===== config.mk =====
export PLATFORM = sky130hd
export DESIGN_NAME = serial_subtractor
export DESIGN_NICKNAME = d
export VERILOG_FILES = /design/src/rtl/serial_arith_pkg.sv /design/src/rtl/full_subtractor.sv /design/src/rtl/serial_subtractor.sv
export SDC_FILE = /design/constraint.sdc
export NUM_CORES = 1
export LEC_CHECK = 0
export CAP_MARGIN = 10
export CELL_PAD_IN_SITES_DETAIL_PLACEMENT = 1
export CELL_PAD_IN_SITES_GLOBAL_PLACEMENT = 1
export CORE_AREA = 8 8 71 73
export CTS_BUF_LIST = sky130_fd_sc_hd__clkbuf_8 sky130_fd_sc_hd__clkbuf_16
export DETAILED_ROUTE_END_ITERATION = 10
export DIE_AREA = 0 0 79 81
export MAX_ROUTING_LAYER = met4
export PLACE_DENSITY = 0.87
export SETUP_SLACK_MARGIN = 0.4
export SLEW_MARGIN = 20
export SYNTH_ARGS = -nofsm -noshare
export SYNTH_HDL_FRONTEND = slang
export SYNTH_HIERARCHICAL = 1
export SYNTH_SLANG_ARGS = --single-unit
export TNS_END_PERCENT = 50

===== constraint.sdc =====
create_clock -name clk -period 1.6 [get_ports clk]
set_clock_uncertainty 0.1 [all_clocks]
set_input_delay 0.48 -clock clk [delete_from_list [all_inputs] [get_ports clk]]
set_output_delay 0.48 -clock clk [all_outputs]
set_load 0.05 [all_outputs]

===== src/rtl/serial_arith_pkg.sv =====
// Shared types for the bit-serial arithmetic blocks (subtractor now, adder later).
package serial_arith_pkg;

  typedef enum logic [1:0] {
    IDLE  = 2'd0,
    SHIFT = 2'd1,
    DONE  = 2'd2
  } ser_state_t;

endpackage


===== src/rtl/full_subtractor.sv =====
// One-bit full subtractor cell: diff = a - b - bin, with borrow-out.
module full_subtractor (
  input  logic a,
  input  logic b,
  input  logic bin,
  output logic diff,
  output logic bout
);

  always_comb begin
    diff = a ^ b ^ bin;
    bout = (~a & b) | (~(a ^ b) & bin);
  end

endmodule


===== src/rtl/serial_subtractor.sv =====
// Bit-serial subtractor: diff = a - b - bin, LSB first, one bit per clock,
// behind a start/done handshake.
module serial_subtractor
  import serial_arith_pkg::*;
#(
  parameter int unsigned WIDTH = 8
) (
  input  logic             clk,
  input  logic             rst,
  input  logic             start,
  input  logic [WIDTH-1:0] a,
  input  logic [WIDTH-1:0] b,
  input  logic             bin,
  output logic             busy,
  output logic             done,
  output logic [WIDTH-1:0] diff,
  output logic             bout
);

  localparam int unsigned CntW = $clog2(WIDTH) + 1;

  ser_state_t        state_q, state_d;
  logic [WIDTH-1:0]  a_q, a_d;
  logic [WIDTH-1:0]  b_q, b_d;
  logic [WIDTH-1:0]  diff_q, diff_d;
  logic              borrow_q, borrow_d;
  logic              bout_q, bout_d;
  logic [CntW-1:0]   cnt_q, cnt_d;
  logic              cell_diff;
  logic              cell_bout;

  full_subtractor u_cell (
    .a    (a_q[0]),
    .b    (b_q[0]),
    .bin  (borrow_q),
    .diff (cell_diff),
    .bout (cell_bout)
  );

  always_comb begin
    state_d  = state_q;
    a_d      = a_q;
    b_d      = b_q;
    diff_d   = diff_q;
    borrow_d = borrow_q;
    bout_d   = bout_q;
    cnt_d    = cnt_q;

    unique case (state_q)
      IDLE, DONE: begin
        if (start) begin
          state_d  = SHIFT;
          a_d      = a;
          b_d      = b;
          borrow_d = bin;
          cnt_d    = '0;
          diff_d   = '0;
          bout_d   = 1'b0;
        end else begin
          state_d = IDLE;
        end
      end
      SHIFT: begin
        // Result enters at the MSB so after WIDTH shifts bit 0 holds the LSB.
        a_d      = a_q >> 1;
        b_d      = b_q >> 1;
        diff_d   = {cell_diff, diff_q[WIDTH-1:1]};
        borrow_d = cell_bout;
        cnt_d    = cnt_q + 1'b1;
        if (cnt_q == CntW'(WIDTH - 1)) begin
          state_d = DONE;
          bout_d  = cell_bout;
        end
      end
      default: state_d = IDLE;
    endcase
  end

  always_ff @(posedge clk) begin
    if (rst) begin
      state_q  <= IDLE;
      a_q      <= '0;
      b_q      <= '0;
      diff_q   <= '0;
      borrow_q <= 1'b0;
      bout_q   <= 1'b0;
      cnt_q    <= '0;
    end else begin
      state_q  <= state_d;
      a_q      <= a_d;
      b_q      <= b_d;
      diff_q   <= diff_d;
      borrow_q <= borrow_d;
      bout_q   <= bout_d;
      cnt_q    <= cnt_d;
    end
  end

  always_comb begin
    busy = (state_q == SHIFT);
    done = (state_q == DONE);
    diff = diff_q;
    bout = bout_q;
  end

endmodule


==> summary by stage, run 1 <==
CTS
Clock latency on the worst-skew pair, taken at its later pin, is 290 ps. The tree built by TritonCTS fans out to 32 sinks. The number of hold buffers added after CTS was 0. TritonCTS built the clock tree. The tree is rooted in a clkbuf_8. In this run the number of H-tree levels came out at 2. The number of buffers between clock root and the deepest sink is 2. The CTS clock-pin slew for the worst setup and hold paths is 70 ps. The number of CTS-inserted buffers is 5.

Synthesis
The gate count of the mapped netlist is 154. Sequential elements use ~48% of the synthesized area. The number of register bits inferred by synthesis is 32. The mapped cell area is between 1000 and 1500 um^2. The distinct cell type count after synthesis is 26. The average instance in the mapped netlist occupies 8.70 um^2. The number of nets handed over by synthesis was 176.

Yosys printed 6 warnings.

Min path
The worst hold-check path type is reg -> reg. Along the worst hold path, the cell count comes to 2.

STA
Setup repair after global routing could not meet its margin everywhere. The count of final hold-check violations came to 0. The transition at the pin with the smallest max-transition slack is 342 ps. The aggregate negative setup slack is 0 ps. The least setup slack across all paths after layout is 49.1 ps.

For this run, the top clock speed supported by timing is 645 MHz. The number of pins exceeding their max-slew limit in the final report came to 0. In the finished design, the share of the clock period the worst path needs comes to just under 100%.

The max-slew headroom at the worst pin is 77.2%. The worst hold slack is about 380 ps. Setup violations remaining at the end of the flow were counted as 0.

The minimum clock period after layout is 1550 ps.

Run status
The run finished with clean final reports.

Cells and area
The number of standard cells in the layout, taps in and fillers out is between 200 and 300. The number of nets in the final layout is roughly 240. The layout filler cell count is around 420. In the layout the commonest cells are nand3_1 (26), a21oi_1 (24), dfxtp_1 (20), buf_4 (19), clkdlybuf4s50_1 (17).

The layout cell share with drive strength beyond 1 is 46.7%. The area growth from synthesis to layout is 82.6%. The number of antenna cells inserted is 0.

The library cell used most frequently in the layout, excluding fill and tap cells, is nand3_1.

Placement
The detailed placement HPWL is between 2000 and 3000 um. The port buffer count is 30. In this run, placement finished with an instance count of ~230. The final RePlAce weighted congestion is around 0.72.

Timing analysis after detailed placement gives a worst setup slack of -205 ps.

Setup path
STA puts the critical path data required time at 1020 ps. The worst setup path is captured at a primary output. The critical path class is reg -> out. The peak per-stage delay on the critical path is between 300 and 400 ps. Walking the worst path, the cells encountered are nand2b_4, inv_8, buf_12.

The data arrival at the endpoint of the critical path is just under 1000 ps. The worst setup path is launched from a flop. The slowest library cell on the worst path is dfxtp_2. Along the worst path, the maximum fanout reaches 2. The worst reg2reg path depth is 6.

GRT
The first global-routing pass estimated 7330 um of wire. The maximum number of pins on one net before global-route repair is 21. For this run the aggregate overflow at the end of global routing stands at 0. Global routing used 15.1% of the available tracks.

The via count of the first global-routing pass is roughly 1500. The initial antenna violation count is 0.

Die
The vertical die dimension is approximately 81 um. The die is 79 um wide. The floorplan has 23 rows.

The floorplan step defined a die boundary enclosing 6400 um^2. The starting density of the core is 34.2%. The count of boundary I/O pins is 31.

The total area inside the core boundary comes to 3910 um^2.

Pwr
The static leakage is about 0.92 nW. Overall power consumption after layout is estimated at about 2 mW. Across the VDD grid, the largest voltage drop is 0.651 mV. Dividing total power by cell area gives a power density of between 800 and 900 nW/um^2.

Route
For this block, the initial DRC count from the detailed router was slightly below 90. The routed layout has 1442 vias. The residual DRC count is 0. The first TritonRoute pass finished after 4 iterations. The number of antenna-violating nets in the routed design is 0. The total wire length is approximately 5900 um. The post-detailed-route via-to-cell ratio is 5.46. The wire length per cell after detailed routing is 22.3 um.

Job
Across the run, the number of max-cap violations was 0.
## where the power goes
| group | total (mW) | leakage (nW) | internal (mW) | switching, mW |
|---|---|---|---|---|
| clock | 0.634 | 0.0538 | 0.338 | 0.296 |
| combinational | 0.498 | 0.602 | 0.265 | 0.233 |
| sequential | 0.863 | 0.269 | 0.826 | 0.0363 |
| total | 1.99 | 0.925 | 1.43 | 0.565 |
## registers in the layout, summed over array words and instances, names as in the netlist
register  count
borrow_q      1
diff          8
state_q       2
cnt_q         4
bout          1
a_q           8
b_q           8
## final timing paths
path                                               from             endpoint  slack [ps]
worst min register to register      b_q[0]$_SDFFE_PP0P_  b_q[0]$_SDFFE_PP0P_         380
worst max register to register    borrow_q$_SDFFE_PP0P_    bout$_SDFFE_PP0P_          80
worst max-delay path            state_q[1]$_SDFFE_PP0P_                 busy          50
worst min-delay path                b_q[0]$_SDFFE_PP0P_  b_q[0]$_SDFFE_PP0P_         380
## cell families after synthesis
kind of cell	share of synthesized area, %
flip-flops	47.8
AO/OA/AOI/OAI	20.8
adder cells (fa/ha/maj)	2.43
AND/OR/NAND/NOR	19.0
buffers and inverters	8.03
multiplexers	1.96
## layer usage
layer | vias up | share of wire [%] | GRT usage, %
met5 | - | 0 | -
met4 | 0 | 3.8 | 5.74
met3 | 21 | 3.6 | 4.53
li1 | 670 | - | -
met1 | 703 | 36 | 14.6
met2 | 48 | 56 | 27.9
## synth_stat cells
master / instances / share of area, %
a211oi_2: 1 / 0.93
a21oi_1: 29 / 11
a22oi_1: 14 / 7.8
a311oi_1: 1 / 0.65
buf_2: 7 / 2.6
buf_4: 3 / 1.7
buf_6: 1 / 0.84
clkbuf_1: 4 / 1.1
dfxtp_1: 32 / 48
fa_1: 1 / 1.5
ha_1: 1 / 0.93
inv_1: 4 / 1.1
inv_6: 1 / 0.65
mux2_1: 1 / 0.84
mux2_4: 1 / 1.1
nand2_1: 13 / 3.6
nand2b_1: 3 / 1.4
nand3_1: 26 / 9.7
nand3b_1: 1 / 0.56
nand4_1: 1 / 0.47
nor2_1: 3 / 0.84
nor2b_1: 2 / 0.93
nor3_1: 1 / 0.37
nor3b_1: 1 / 0.56
o211ai_1: 1 / 0.56
or3_1: 1 / 0.47
## cell type report
type                    count  area [um^2]  share of cell area, %
inverters                   5         26.3                   1.07
well taps                  50         62.6                   2.56
repair buffers             67          862                   35.2
flip-flops and latches     32          676                   27.6
clock buffers               6         82.6                   3.37
clock inverters             2         7.51                  0.307
multi-input cells         102          731                   29.9
## per-stage QoR
stage               utilization (%)  cell area [um^2]
floorplan                         -              1450
global placement               48.3              1890
detailed placement             48.3              1890
CTS                            54.2              2120
global route                   62.5              2450
finish                         62.5              2450
## worst max-delay path, delay by kind of cell, from the launching register on
kind | cells | cell delay [ps]
DFF | 1 | 320
buffers and inverters | 2 | 190
and+or+nand+nor | 1 | 170
## what timing repair did
| item | 4_1_cts | 5_1_grt |
|---|---|---|
| cloned | 2 | 4 |
| endpoints found under the setup margin | 43 | 43 |
| buffers inserted | 5 | 16 |
| pin swaps | 4 | 19 |
| gates resized for setup | 23 | 32 |
No activity file was read; power rests on OpenSTA's default activity.
==> inputs of run 2 (changes only) <==
--- a/config.mk
+++ b/config.mk
@@ -15,6 +15,7 @@
 export MAX_ROUTING_LAYER = met4
 export PLACE_DENSITY = 0.87
 export SETUP_SLACK_MARGIN = 0.4
+export SKIP_CTS_REPAIR_TIMING = 1
 export SLEW_MARGIN = 20
 export SYNTH_ARGS = -nofsm -noshare
 export SYNTH_HDL_FRONTEND = slang
==> run 2 against run 1 <==
  * Sequential cell count is the same
  * Die area unchanged
  * Utilization shrank 3.0 points
  * Register-to-register slack improved by 30 ps
  * Sequential share of layout area is 1.6 points higher
  * Clock power increased by 2%
  * Critical path depth unchanged
  * Wire length down 11%
  * Non-clock buffer count fell by 11
  * Critical path type unchanged
  * Largest cell class is now multi-input gates
==> summary by stage, run 2 (synthesized netlist as in run 1, its figures left out) <==
Pwr
Across the VDD grid, the largest voltage drop is 0.599 mV. The analysis attributes to cell leakage a power of 0.856 nW. The ratio of total power to cell area is 837 nW/um^2. The design draws 1.95 mW.

Route
The detailed router's first-iteration violation count is 45. For this block, the routed nets add up to between 5000 and 6000 um of wire. Dividing the detail-routed via count by the number of cells gives about 5.4. The number of antenna-violating nets in the routed design is 0. The wire length per cell after detailed routing is 20.7 um.

The iteration count of the initial detailed-routing pass is 4. In the routed design, unresolved DRC markers number 0. For this block, the via count after detailed routing is 1360.

Placement
Routability-driven placement finished with a final weighted congestion of 0.724. Once detailed placement completed, the half-perimeter wirelength came to between 2000 and 3000 um. In this run the tool buffered the top-level ports with 30 buffer cells.

Cells and area
The filler cells instantiated in the layout total 432. Compared with the post-synthesis result, the final layout area differs by 73.9%. The repair_antennas step left the layout with diodes totalling 0.

The library cell used most frequently in the layout, excluding fill and tap cells, is nand3_1. The net count of the finished layout is 224. The layout cell share with drive strength beyond 1 is 50.2%.

The top cell types in the final layout, fill and taps aside, are nand3_1 (26), a21oi_1 (24), dfxtp_1 (17), clkdlybuf4s50_1 (17), buf_4 (16).

CTS
The longest clock path from root to sink contains 2 buffers. The clock reaches the later pin of the worst-skew pair after roughly 290 ps. After clock tree synthesis, the clock-pin slew on the worst setup and hold paths is 60 ps. The clock sink count is 32.

CTS placed an instance of clkbuf_8 at the clock tree root. The H-tree was split into 2 levels. TritonCTS built the clock tree. Counting the buffers created by CTS gives 5.

Setup path
For the worst setup path, the data required time is 1020 ps. The critical path in this run is classified as reg -> out. The type of destination of the critical path is a primary output. The data arrival at the endpoint of the critical path is 1000 ps. In this run the worst path has a maximum fanout of 5. The worst register-to-register path has a setup slack of 110 ps. The nature of the critical path startpoint is a flop.

GRT
The global route total overflow is 0. The via count of the first global-routing pass is 1416. The initial antenna violation count was 0. The maximum number of pins on one net before global-route repair is 21. The first-pass GRT wire length is 6530 um.

Global routing used 13.3% of the available tracks across all layers.

Die
The starting density of the core is 34.2%. The die area is 6400 um^2. The die is 79 um wide. The core region is about 3900 um^2. Row generation in the floorplan step produced 23 rows. The count of boundary I/O pins is 31. The die is 81 um tall.

STA
The final critical path takes up between 90% and 100% of the cycle. For the finished layout, the period the worst path requires is 1580 ps. The number of pins exceeding their max-slew limit in the final report was 0. The transition at the pin with the smallest max-transition slack is 324 ps. The count of final hold-check violations is 0. The aggregate negative setup slack is 0 ps.

The maximum operating frequency is 634 MHz. Setup repair after global routing could not meet its margin everywhere. The number of endpoints failing setup at the final stage is 0.

The worst pin sits at a relative slew slack of 78.3%.

Run status
The flow ran to the end, and the final reports show no timing, DRC or antenna violations.

Min path
The min-delay analysis places its worst path in the category reg -> reg.

Job
The max-capacitance violation count is 0.
==> run 2: cell count changes in the layout (fill, tap and decap cells not counted), moves of 2 or more <==
| cell | change |
|---|---|
| nand2_1 | -5 |
| nand2_2 | +5 |
| buf_4 | -3 |
| dfxtp_1 | -3 |
| dfxtp_2 | +3 |
| buf_6 | -2 |
| clkbuf_16 | -2 |
| dlymetal6s2s_1 | +2 |
| inv_1 | -2 |
| inv_2 | +2 |
==> run 2: per-stage QoR <==
step	hold slack (ps)	utilization (%)	instances	worst slack [ps]	cell area (um^2)
5_1_grt	415	59.5	253	-15.7	2330
3_3_place_gp	350	48.3	229	-121	1890
3_5_place_dp	370	48.3	229	-205	1890
2_1_floorplan	344	-	154	218	1450
4_1_cts	380	50.6	237	-134	1980
6_report	392	59.5	253	22.5	2330
==> run 2: final timing paths <==
path | startpoint | to | cells after the start
hold reg to reg | a_q[4]$_SDFFE_PP0P_ | a_q[4]$_SDFFE_PP0P_ | 2
hold / removal | a_q[4]$_SDFFE_PP0P_ | a_q[4]$_SDFFE_PP0P_ | 2
setup / recovery | state_q[1]$_SDFFE_PP0P_ | busy | 3
setup reg to reg | state_q[1]$_SDFFE_PP0P_ | b_q[0]$_SDFFE_PP0P_ | 7
==> run 2: worst max-delay path: stages (launching register included) <==
cell and delay, ps:
dfxtp_2 330, nand2b_4 180, clkinv_8 60, buf_12 140
==> run 2: cell type report <==
cell class | count | area [um^2] | area share [%]
Tap cell | 50 | 62.6 | 2.69
Clock buffer | 6 | 82.6 | 3.54
Clock inverter | 2 | 7.51 | 0.322
Multi-Input combinational cell | 102 | 756 | 32.4
Sequential cell | 32 | 679 | 29.2
Timing Repair Buffer | 56 | 711 | 30.5
Inverter | 5 | 31.3 | 1.34
==> run 2: layer usage <==
metal / part of all wire, % / wire [um] / GRT usage (%) / up-vias
li1: - / - / - / 644
met1: 37 / 1950 / 13.2 / 674
met2: 57 / 3010 / 23.3 / 35
met3: 4.0 / 210 / 4.64 / 7
met4: 1.5 / 77 / 5.19 / 0
met5: 0 / 0 / - / -
==> run 2: power by group <==
| group | leakage [nW] | switching, mW | internal [mW] |
|---|---|---|---|
| Sequential | 0.270 | 0.0365 | 0.826 |
| Clock | 0.0538 | 0.309 | 0.338 |
| Combinational | 0.532 | 0.213 | 0.228 |
